[config.mk]
export PLATFORM = sky130hd
export DESIGN_NAME = apuracao_votos
export DESIGN_NICKNAME = d
export VERILOG_FILES = /design/src/rtl/apuracao_votos.sv
export SDC_FILE = /design/constraint.sdc
export NUM_CORES = 1
export LEC_CHECK = 0
export ABC_AREA = 1
export CAP_MARGIN = 40
export CORE_ASPECT_RATIO = 1.5
export CORE_MARGIN = 4
export CORE_UTILIZATION = 55
export DETAILED_ROUTE_END_ITERATION = 7
export GPL_ROUTABILITY_DRIVEN = 0
export PLACE_DENSITY = 0.87
export SYNTH_ARGS = -nofsm -noshare
export SYNTH_HDL_FRONTEND = slang
export SYNTH_SLANG_ARGS = --single-unit
[constraint.sdc]
create_clock -name clock -period 2.83 [get_ports clock]
set_input_delay 0.4245 -clock clock [delete_from_list [all_inputs] [get_ports clock]]
set_output_delay 0.4245 -clock clock [all_outputs]
set_load 0.1 [all_outputs]
[src/rtl/apuracao_votos.sv]
// Day-phase vote engine: visits each living player in index order, collects one
// confirmed one-hot vote per voter, tallies per candidate and scans for the result.
module apuracao_votos #(
    parameter int N_JOGADORES = 5,
    parameter int W_JOG       = 3,
    parameter int W_CONT      = 3
) (
    input  logic                   clock,
    input  logic                   reset,
    input  logic                   iniciar,
    input  logic [N_JOGADORES-1:0] vivos,
    input  logic [N_JOGADORES-1:0] botoes_jogadores,
    input  logic                   confirma,
    output logic [W_JOG-1:0]       eleitor_atual,
    output logic                   aguardando_voto,
    output logic                   voto_invalido,
    output logic                   pronto,
    output logic [W_JOG-1:0]       eliminado,
    output logic                   eliminado_valido,
    output logic                   empate,
    output logic [3:0]             db_estado
);

    typedef enum logic [3:0] {
        OCIOSO          = 4'd0,
        PROXIMO_ELEITOR = 4'd1,
        AGUARDA_VOTO    = 4'd2,
        REGISTRA        = 4'd3,
        APURA           = 4'd4,
        FIM             = 4'd5
    } estado_t;

    localparam logic [W_JOG-1:0]       ULTIMO = W_JOG'(N_JOGADORES - 1);
    localparam logic [N_JOGADORES-1:0] UM     = N_JOGADORES'(1);

    estado_t                   r_estado;
    estado_t                   w_proximo;
    logic [N_JOGADORES-1:0]    r_vivos;
    logic [W_CONT-1:0]         r_contagem [N_JOGADORES];
    logic [W_JOG-1:0]          r_eleitor;
    logic [W_JOG-1:0]          r_alvo;
    logic [W_JOG-1:0]          r_idx_apura;
    logic [W_CONT-1:0]         r_max;
    logic [W_JOG-1:0]          r_idx_max;
    logic                      r_empate_tmp;
    logic [W_JOG-1:0]          r_eliminado;
    logic                      r_eliminado_valido;
    logic                      r_empate;
    logic                      r_voto_invalido;

    logic                      w_inicia;
    logic [3:0]                w_pop;
    logic                      w_quorum;
    logic [W_JOG-1:0]          w_alvo;
    logic                      w_um_quente;
    logic                      w_alvo_vivo;
    logic                      w_auto_voto;
    logic                      w_voto_legal;
    logic                      w_eleitor_vivo;
    logic                      w_ultimo_eleitor;
    logic                      w_ultimo_apura;
    logic [W_CONT-1:0]         w_cand;
    logic [W_CONT-1:0]         w_novo_max;
    logic [W_JOG-1:0]          w_novo_idx;
    logic                      w_novo_empate;

    assign w_inicia         = iniciar && (r_estado == OCIOSO || r_estado == FIM);
    assign w_quorum         = (w_pop >= 4'd2);
    assign w_ultimo_eleitor = (r_eleitor == ULTIMO);
    assign w_ultimo_apura   = (r_idx_apura == ULTIMO);
    assign w_um_quente      = (botoes_jogadores != '0) &&
                              ((botoes_jogadores & (botoes_jogadores - UM)) == '0);
    assign w_alvo_vivo      = ((botoes_jogadores & r_vivos) != '0);
    assign w_voto_legal     = w_um_quente && w_alvo_vivo && !w_auto_voto;

    always_comb begin
        w_pop          = '0;
        w_alvo         = '0;
        w_auto_voto    = 1'b0;
        w_eleitor_vivo = 1'b0;
        w_cand         = '0;
        for (int i = 0; i < N_JOGADORES; i++) begin
            w_pop = w_pop + 4'(vivos[i]);
            if (botoes_jogadores[i]) w_alvo = W_JOG'(i);
            if (W_JOG'(i) == r_eleitor) begin
                w_auto_voto    = botoes_jogadores[i];
                w_eleitor_vivo = r_vivos[i];
            end
            if (W_JOG'(i) == r_idx_apura) w_cand = r_contagem[i];
        end
    end

    // Running maximum: a strictly larger count takes over and clears the tie;
    // an equal non-zero count marks a tie with the current leader.
    always_comb begin
        w_novo_max    = r_max;
        w_novo_idx    = r_idx_max;
        w_novo_empate = r_empate_tmp;
        if (w_cand > r_max) begin
            w_novo_max    = w_cand;
            w_novo_idx    = r_idx_apura;
            w_novo_empate = 1'b0;
        end else if (w_cand == r_max && r_max != '0) begin
            w_novo_empate = 1'b1;
        end
    end

    always_ff @(posedge clock) begin
        if (reset) r_estado <= OCIOSO;
        else       r_estado <= w_proximo;
    end

    always_comb begin
        w_proximo = r_estado;
        case (r_estado)
            OCIOSO, FIM: begin
                if (w_inicia) w_proximo = w_quorum ? PROXIMO_ELEITOR : FIM;
            end
            PROXIMO_ELEITOR: begin
                if (w_eleitor_vivo)        w_proximo = AGUARDA_VOTO;
                else if (w_ultimo_eleitor) w_proximo = APURA;
            end
            AGUARDA_VOTO: begin
                if (confirma && w_voto_legal) w_proximo = REGISTRA;
            end
            REGISTRA: begin
                w_proximo = w_ultimo_eleitor ? APURA : PROXIMO_ELEITOR;
            end
            APURA: begin
                if (w_ultimo_apura) w_proximo = FIM;
            end
            default: w_proximo = OCIOSO;
        endcase
    end

    // iniciar and confirma are single-cycle pulses sampled on the rising edge;
    // voto_invalido is a single-cycle pulse in the cycle after a rejected confirma.
    always_ff @(posedge clock) begin
        if (reset) begin
            r_vivos            <= '0;
            r_eleitor          <= '0;
            r_alvo             <= '0;
            r_idx_apura        <= '0;
            r_max              <= '0;
            r_idx_max          <= '0;
            r_empate_tmp       <= 1'b0;
            r_eliminado        <= '0;
            r_eliminado_valido <= 1'b0;
            r_empate           <= 1'b0;
            r_voto_invalido    <= 1'b0;
            for (int i = 0; i < N_JOGADORES; i++) r_contagem[i] <= '0;
        end else begin
            r_voto_invalido <= 1'b0;
            case (r_estado)
                OCIOSO, FIM: begin
                    if (w_inicia) begin
                        r_vivos            <= vivos;
                        r_eleitor          <= '0;
                        r_idx_apura        <= '0;
                        r_max              <= '0;
                        r_idx_max          <= '0;
                        r_empate_tmp       <= 1'b0;
                        r_eliminado        <= '0;
                        r_eliminado_valido <= 1'b0;
                        r_empate           <= 1'b0;
                        for (int i = 0; i < N_JOGADORES; i++) r_contagem[i] <= '0;
                    end
                end
                PROXIMO_ELEITOR: begin
                    if (!w_eleitor_vivo && !w_ultimo_eleitor) r_eleitor <= r_eleitor + 1'b1;
                end
                AGUARDA_VOTO: begin
                    if (confirma) begin
                        if (w_voto_legal) r_alvo <= w_alvo;
                        else              r_voto_invalido <= 1'b1;
                    end
                end
                REGISTRA: begin
                    for (int i = 0; i < N_JOGADORES; i++) begin
                        if (W_JOG'(i) == r_alvo) r_contagem[i] <= r_contagem[i] + W_CONT'(1);
                    end
                    if (!w_ultimo_eleitor) r_eleitor <= r_eleitor + 1'b1;
                end
                APURA: begin
                    r_max        <= w_novo_max;
                    r_idx_max    <= w_novo_idx;
                    r_empate_tmp <= w_novo_empate;
                    if (w_ultimo_apura) begin
                        r_idx_apura        <= '0;
                        r_empate           <= w_novo_empate;
                        r_eliminado_valido <= !w_novo_empate;
                        r_eliminado        <= w_novo_idx;
                    end else begin
                        r_idx_apura <= r_idx_apura + 1'b1;
                    end
                end
                default: ;
            endcase
        end
    end

    assign eleitor_atual    = r_eleitor;
    assign aguardando_voto  = (r_estado == AGUARDA_VOTO);
    assign voto_invalido    = r_voto_invalido;
    assign pronto           = (r_estado == FIM);
    assign eliminado        = r_eliminado;
    assign eliminado_valido = r_eliminado_valido;
    assign empate           = r_empate;
    assign db_estado        = r_estado;

endmodule

==> impl_results.md, run 1 <==
- Status: finished clean
- Register area share after synthesis: approximately two fifths
- Hold Vio Cnt, Final: 0
- Worst path cell trace: inv_1 -> ha_1 -> inv_1 -> nor2_1 -> nand2_1 -> o211ai_1 -> o21ai_0 -> nand2_1 -> nand2_1 -> nand2_1 -> ha_1 -> nand2_1 -> o21ai_0 -> nand2_2 -> nor2_2 -> inv_1 -> nand3_1 -> a21oi_1
- Period minus WS final: roughly 2500 ps
- Max stage delay on crit path: 400 ps
- Pins Over Slew Limit: 0
- Post-Syn Area per Cell: around 7.4 um^2
- Netlist cell types: 33
- Die Area: a little over 6000 um^2
- Row count: 30
- Endpoints failing setup: 0
- H-tree depth: 2
- DR DRC count: 0
- Max stage delay cell, worst path: dfxtp_1
- CP Launch Type: flip-flop
- VDD IR max: a little under 0.8 mV
- Top cell by count, worst path: nand2_1
- Core area: 4620 um^2
- Combinational power share: 50.9%
- Root Driver: clkbuf_8
- Total net switching power: between 1 and 1.5 mW
- Number of flops mapped to enable cells by yosys: 15
- Ys async rst share: 0%
- Initial drt markers: 90
- Area contributors post-synth: dfxtp_1 (23%), edfxtp_1 (17%), nand2_1 (11%), ha_1 (8.9%), inv_1 (6.5%)
- Top_reg_cell synth: dfxtp_1
- WHS Endpoint: r_empate_tmp
- Worst r2r src: r_idx_apura[1]
- Final ANT Viol Nets: 0
- Power Density: just over 900 nW/um^2
- Dpl ws: between 200 and 250 ps
- Worst hold start: r_empate_tmp
- Clock sink count: 45
- Max-cap viol count: 0
- Total track usage: 20.7%
- Int Power: 1.40 mW
- Unrepaired setup endpoints after global routing: false
- Clock-pin slew on the worst setup and hold paths: around 90 ps
- PortBufs: 27
- Routed WL per cell: 12.8 um
- CTS tree: built
- Fin crit share: between 80% and 90%
- Gate Count Post-Synth: 360
- Worst Hold Path Cells: 2
- Worst skew pair latency: 300 ps
- Worst hold path class: flip-flop to flip-flop
- Initial antenna violation count: 0
- Vias in the first global route: ~2400
- Worst Max-Slew Pin Slew: about 530 ps
- Switching Fraction: around 50%
- Worst Reg-to-Reg Cells: 18
- Worst clock skew: ~15 ps
- Share of cells above drive strength 1: about an eighth
- CP max FO: 9
- Synth warnings: 0
- Final setup margin: roughly 290 ps
- Sum of negative setup slack: 0 ps
- N_diodes: 0
- Yosys top cell by area: dfxtp_1
- Commonest cells post-synth: nand2_1 (81), inv_1 (46), nor2_1 (42)
- Peak Freq: around 400 MHz
- Reg2Reg Capture Point: r_max[1]
- Clock tree buffer depth: 2
- Initial Util: between 50% and 60%
- Routed wire length: around 5.8 mm
- CTS Buf Count: 5
- Seq pwr share: between 30% and 40%
- Grt ovf: 0
- Slew headroom: approximately 64%
- DR pass1 iterations: 4
- Lkg Pwr: 1.35 nW
- CTS Hold Buffers Added: 0
- First-pass GRT wire length: ~10 mm
- Worst R2R Setup Slack: 290 ps
- Leading cell type by number of instances after synthesis: nand2_1
- Overall die height: slightly above 90 um
- Clock power share: between 10% and 20%
- Ports: 29
- WP data arrival: 2730 ps
- Synthesized net count: 394
- Fin nets: 424
- Die W: about 65 um
- DR vias: around 2400
- Area growth syn-to-layout: 15.4%
- Crit. End Element: flip-flop
- Vias per cell: approximately 5.2
- Pin count of the biggest net entering global routing: 16
- Post-synthesis register bit count: between 40 and 50
- Synth top area share: ~23%
- Area of the mapped netlist: roughly 2700 um^2
- Detailed placement HPWL: between 4 and 5 mm
- Data required time of the worst path: between 3000 and 4000 ps
- Setup Crit Path Kind: flip-flop to flip-flop
## placed cells by master (no fill, tap or decap), drive strengths merged
cell type,synthesis,routed
nand2,82,82
nor2,54,54
inv,49,49
a21oi,31,31
dfxtp,30,30
nand3,24,24
o21ai,23,23
ha,19,19
buf,4,17
edfxtp,15,15
clkdlybuf4s50,0,13
clkbuf,3,7
xnor2,6,6
nor3,4,4
nand4,3,3
o211ai,2,2
o31ai,2,2
a21o,1,1
a211oi,1,1
and2,1,1
o21a,1,1
a31oi,1,1
or2,1,1
o21bai,1,1
fa,1,1
conb,1,1
clkinv,0,1
## worst max-delay path by stage
stage | startpoint | endpoint | slack (ps)
2_1_floorplan | db_estado[2] | pronto | -90
3_3_place_gp | r_idx_apura[1] | eliminado[0] | 460
3_5_place_dp | r_idx_apura[1] | r_max[1] | 240
4_1_cts | r_idx_apura[1] | r_max[1] | 210
5_1_grt | r_idx_apura[1] | r_max[1] | 10
6_report | r_idx_apura[1] | r_max[1] | 290
## metrics by stage
| step | hold slack [ps] | area, um^2 | util, % | power, mW | instances |
|---|---|---|---|---|---|
| finish | 475 | 3070 | 66.5 | 2.80 | 455 |
| detailed placement | 459 | 2960 | 64.2 | 2.35 | 447 |
| floorplan | 442 | 2670 | - | 2.01 | 360 |
| CTS | 476 | 3070 | 66.4 | 2.79 | 455 |
| global route | 496 | 3070 | 66.5 | 2.98 | 455 |
| global placement | 454 | 2960 | 64.2 | 2.30 | 447 |
## kinds of logic (layout without fill, tap and decap cells)
kind of cell    count (synthesis)  in the layout  synth area share [%]
compound gates                 63             63                  12.6
xor+xnor                        6              6                  1.97
other cells                     1              1                 0.141
fa+ha+maj                      20             20                  9.69
simple gates                  169            169                  27.4
flops                          45             45                  39.5
buf+inv                        56             87                  8.65
## layer usage
metal  global-route usage [%]  up-vias  routed length, um
li1                         -     1219                  -
met1                     20.6     1090               2180
met2                     40.2       53               3240
met3                     2.88       19                190
met4                     10.9        0                229
met5                        0        -                  0
## worst max-delay path: cells and delay by family, from the launching register on
kind	cells	cell delay (ps)
flip-flops	1	400
adder cells (fa/ha/maj)	2	490
buffers and inverters	3	290
AND/OR/NAND/NOR	9	810
AO/OA/AOI/OAI	4	450
## power groups by stage
| stage | logic [mW] | registers, mW | clock network (mW) |
|---|---|---|---|
| after global routing | 1.57 | 0.947 | 0.462 |
| after floorplan | 0.724 | 1.29 | 0 |
| after CTS | 1.41 | 0.928 | 0.445 |
| after detailed placement | 1.41 | 0.941 | 0 |
| final | 1.42 | 0.930 | 0.443 |
| after global placement | 1.37 | 0.936 | 0 |
## registers in the layout, indices dropped and copies added (netlist names)
register,flops
r_contagem,15
r_empate_tmp,1
voto_invalido,1
eliminado_valido,1
eliminado,3
r_idx_max,3
r_max,3
eleitor_atual,3
r_vivos,5
empate,1
db_estado,3
r_alvo,3
r_idx_apura,3
## timing repair
action                                  CTS  global route
gates resized for setup                   0             2
setup buffers                             0             0
endpoints found under the setup margin    0             7
## layout make-up
class                           count  area (um^2)
Fill cell                         411         1550
Multi-Input combinational cell    259         1400
Sequential cell                    45         1050
Timing Repair Buffer               30          258
Inverter                           49          184
Clock buffer                        7         97.6
Tap cell                           64         80.1
Clock inverter                      1         5.00
(Power assumes the default switching activity.)
==> run 2, diff against run 1 <==
CTS_CLUSTER_DIAMETER = 30   (was not set)
REMOVE_ABC_BUFFERS = 1   (was not set)
==> run 2 against run 1 <==
Against the previous run:
- critical path depth is 2 lower
- power is 0.36% higher
- sequential power is 0.4% lower
- cell area hardly changed
- sequential cell count stayed put
- core utilization hardly changed
- cell count stayed put
- clock skew is 9.4 ps lower
- largest cell class unchanged
- worst setup slack better by 110 ps
==> impl_results.md, run 2 (synthesis gave the netlist of run 1 again) <==
- Routed wire length: 5.84 mm
- DR DRC count: 0
- Most common cell after layout, fill and taps aside: nand2_1
- CTS Buf Count: 5
- Sum of negative setup slack: 0 ps
- First-pass GRT wire length: between 9 and 10 mm
- PortBufs: 27
- Period minus WS final: roughly 2400 ps
- Worst Max-Slew Pin Slew: between 600 and 700 ps
- Ports: 29
- Lkg Pwr: approximately 1.4 nW
- Vias per cell: 5.23
- Commonest non-fill, non-tap cells in the layout: nand2_1 (80), inv_1 (46), nor2_1 (41)
- Grt ovf: 0
- CP max FO: 9
- Worst hold path class: flip-flop to flip-flop
- Power Density: roughly 910 nW/um^2
- Max-cap viol count: 0
- N_diodes: 0
- Initial Util: just under 60%
- Clock tree buffer depth: 2
- Initial antenna violation count: 0
- DR vias: approximately 2400
- H-tree depth: 2
- Die Area: about 6000 um^2
- Worst skew pair latency: between 200 and 300 ps
- Data required time of the worst path: 3060 ps
- Fin crit share: a little under nine tenths
- Design Power: between 2 and 3 mW
- VDD IR max: around 0.64 mV
- Status: finished clean
- WP data arrival: 2650 ps
- Share of cells above drive strength 1: 11.8%
- Core area: 4620 um^2
- Die W: around 65 um
- Slew headroom: a little under three fifths
- Detailed placement HPWL: 4.65 mm
- Endpoints failing setup: 0
- Pin count of the biggest net entering global routing: 16
- Setup bufs post-CTS: 0
- Worst clock skew: between 5 and 6 ps
- CP Launch Type: flip-flop
- Final setup margin: 401 ps
- Total track usage: between 20% and 30%
- Peak Freq: between 400 and 500 MHz
- Dpl ws: around 360 ps
- DR pass1 iterations: 4
- CTS tree: built
- Row count: 30
- Clock-pin slew on the worst setup and hold paths: 80 ps
- Final ANT Viol Nets: 0
- Final core area utilization: 66.5%
- Hold Vio Cnt, Final: 0
- Setup Crit Path Kind: flip-flop to flip-flop
- Root Driver: clkbuf_8
- Vias in the first global route: ~2300
- Overall die height: slightly above 90 um
- Max FFs per register: 15
- Clock sink count: 45
- Unrepaired setup endpoints after global routing: false
- Crit. End Element: flip-flop
- Top reg by flops: r_contagem
- Fin nets: between 400 and 500
- Area growth syn-to-layout: 15.4%
- Biggest regs: r_contagem x15, r_vivos x5
- Initial drt markers: between 80 and 90
- Routed WL per cell: 12.8 um
- Pins Over Slew Limit: 0
==> run 2: cell count changes in the layout (fill, tap and decap cells not counted) <==
| cell | before | now |
|---|---|---|
| nor3_4 | 1 | 0 |
| nor3_1 | 2 | 3 |
| clkbuf_1 | 1 | 0 |
| clkbuf_2 | 0 | 1 |
| clkbuf_8 | 5 | 6 |
| clkinv_2 | 1 | 0 |
==> run 2: path summary, 6_finish.rpt <==
path                    startpoint          endpoint  slack [ps]  cells past startpoint
setup / recovery    r_idx_apura[1]      r_idx_max[0]         400                     16
hold / removal    eliminado_valido  eliminado_valido         470                      2
setup reg to reg    r_idx_apura[1]      r_idx_max[0]         400                     16
hold reg to reg   eliminado_valido  eliminado_valido         470                      2
==> run 2: metal layers <==
metal	track usage [%]	vias up	routed length (um)
met5	0	-	0
met4	11.6	0	267
met3	2.16	20	241
met2	39.4	66	3130
met1	20.7	1075	2200
li1	-	1217	-
==> run 2: worst max-delay path: stages (launching register included) <==
cell	delay, ps
dfxtp_1	350
inv_1	100
ha_1	150
inv_1	70
nor2_1	160
nand2_1	70
nand3_1	80
o211ai_1	90
a21oi_1	200
ha_1	290
a21oi_1	140
o21ai_0	110
nand2_2	150
nand2_1	80
o21ai_0	80
nand2_1	100
a21oi_1	140
==> run 2: what timing repair did <==
action                                  CTS  global route
resized for setup                         0             2
hold buffers                              0             0
endpoints found under the setup margin    0             7
hold endpoints to repair                  0             0
==> run 2: layout make-up <==
cell class	count	area, um^2
Clock buffer	8	113
Fill cell	407	1550
Inverter	49	184
Multi-Input combinational cell	259	1390
Sequential cell	45	1050
Tap cell	64	80.1
Timing Repair Buffer	30	258
==> run 2: metrics by stage <==
| stage | cell area, um^2 | hold WS [ps] | cells |
|---|---|---|---|
| finish | 3070 | 470 | 455 |
| CTS | 3070 | 474 | 455 |
| global route | 3070 | 497 | 455 |
| floorplan | 2620 | 436 | 353 |
| detailed placement | 2950 | 460 | 447 |
| global placement | 2950 | 455 | 447 |
==> run 2: power by group <==
group	switching (mW)	internal (mW)
clock	0.215	0.256
combinational	1.04	0.372
sequential	0.120	0.805
==> run 3, diff against run 2 <==
clock period = 2.4 ns   (was 2.83 ns; I/O delays follow)
==> run 3 against run 2 <==
Against the previous run:
- via count is 7.7% higher
- sequential cell count stayed put
- clock skew is 13 ps higher
- first-iteration DRC count is 73% higher
- count of clock-buffer cells in the layout is 1 lower
- core utilization is 5.1 points higher
- routed wire length is 18% higher
- critical path type unchanged
- highest routed layer unchanged
==> impl_results.md, run 3 (synthesis gave the netlist of run 1 again) <==
- Row count: 30
- N_diodes: 0
- Initial Util: 57.6%
- DR DRC count: 0
- Data required time of the worst path: 2640 ps
- Detailed placement HPWL: around 4.8 mm
- Initial antenna violation count: 0
- Final ANT Viol Nets: 0
- # fillers: roughly 370
- H-tree depth: 2
- Crit. End Element: flip-flop
- Clock tree buffer depth: 2
- Core area: 4620 um^2
- Slew headroom: between 60% and 70%
- Ports: 29
- Clock-pin slew on the worst setup and hold paths: roughly 90 ps
- PortBufs: 27
- Top reg by flops: r_contagem
- Design Power: approximately 3.7 mW
- Dpl ws: -48.2 ps
- Max FFs per register: 15
- Most common cell after layout, fill and taps aside: nand2_1
- Area growth syn-to-layout: 24.2%
- Pin count of the biggest net entering global routing: 16
- WP data arrival: between 2000 and 3000 ps
- CP max FO: 5
- Pins Over Slew Limit: 0
- First-pass GRT wire length: about 10 mm
- Post-Layout Cell Count: approximately 460
- Status: finished clean
- CTS tree: built
- Worst skew pair latency: between 300 and 400 ps
- Share of cells above drive strength 1: about a fifth
- Max-cap viol count: 0
- Endpoints failing setup: 0
- Worst r2r src: r_idx_apura[0]
- Routed WL per cell: about 15 um
- Placed Instances: 450
- Hold Vio Cnt, Final: 0
- Worst Max-Slew Pin Slew: about 500 ps
- Biggest regs: r_contagem x15, r_vivos x5
- Die W: approximately 65 um
- Power Density: around 1100 nW/um^2
- Clock sink count: 45
- Vias per cell: between 5 and 6
- Period minus WS final: roughly 2400 ps
- Total track usage: a little over a fifth
- Final core area utilization: a little under three quarters
- CP Launch Type: flip-flop
- Die Area: approximately 6000 um^2
- Unrepaired setup endpoints after global routing: true
- Overall die height: just over 90 um
- Final setup margin: between 5 and 6 ps
- Commonest non-fill, non-tap cells in the layout: nand2_1 (75), inv_1 (42), nor2_1 (40)
- Grt ovf: 0
- DR vias: 2560
- Vias in the first global route: ~2400
- Worst hold path class: flip-flop to flip-flop
- Worst hold start: r_idx_max[2]
- Peak Freq: about 420 MHz
- Fin nets: around 430
- CP startpoint: r_idx_apura[0]
- Sum of negative setup slack: 0 ps
- Storage element area: between 1000 and 1500 um^2
- Lkg Pwr: between 1 and 1.5 nW
- Initial drt markers: 140
- CTS Buf Count: 5
- DR pass1 iterations: 4
- Setup Crit Path Kind: flip-flop to flip-flop
- Multi-input gate area: around 1600 um^2
- Fin crit share: about 100%
- VDD IR max: between 1 and 1.5 mV
- Root Driver: clkbuf_8
- Routed wire length: between 6 and 7 mm
- Worst clock skew: 18.5 ps
[run 3: changes by cell type in the layout (fill, tap and decap cells not counted), sizes merged]
cell,before,now
buf,17,23
clkbuf,8,7
inv,49,50
nand2,82,83
[run 3: path summary, 6_finish.rpt]
check                                     to  slack, ps  cells after the start
worst min register to register  r_idx_max[2]        470                      2
worst min-delay path            r_idx_max[2]        470                      2
worst max register to register      r_max[1]          5                     13
worst max-delay path                r_max[1]          5                     13
[run 3: metal layers]
layer | global-route usage (%) | vias to the layer above | wire (um)
met5 | 0 | - | 0
met4 | 12.5 | 0 | 337
met3 | 3.00 | 34 | 276
met2 | 43.5 | 91 | 3880
met1 | 20.6 | 1200 | 2370
li1 | - | 1235 | -
[run 3: cell type report]
class / instances / share of cell area (%)
tap: 64 / 2.42
inverter: 49 / 5.79
clock buffer: 7 / 2.61
clock inverter: 1 / 0.189
sequential: 45 / 32.1
multi-input combinational: 260 / 47.3
timing repair buffer: 36 / 9.65
[run 3: where the power goes]
part / switching, mW / internal, mW
combinational: 1.45 / 0.612
clock: 0.265 / 0.235
sequential: 0.152 / 0.952
total: 1.87 / 1.80
[run 3: worst max-delay path, stage by stage (launching register included)]
cell,delay [ps]
dfxtp_4,380
ha_1,210
ha_1,210
inv_2,100
o211ai_1,150
a21oi_2,250
ha_4,270
a21oi_4,160
o21ai_4,100
nand2_4,120
nor2_4,50
inv_1,100
nand3_1,100
a21oi_2,140
[run 3: timing repair]
| action | CTS | global route |
|---|---|---|
| hold buffers | 0 | 0 |
| endpoints found under the hold margin | 0 | 0 |
| setup endpoints to repair | 10 | 12 |
| buffers inserted | 0 | 3 |
| gates resized for setup | 7 | 47 |
| pin swaps | 1 | 12 |
| gates cloned | 1 | 0 |
[run 3: per-stage QoR]
stage	hold WS, ps	instance area [um^2]
after floorplan	429	2620
after global placement	453	2990
after detailed placement	460	2990
after CTS	473	3100
after global routing	499	3310
final	473	3310
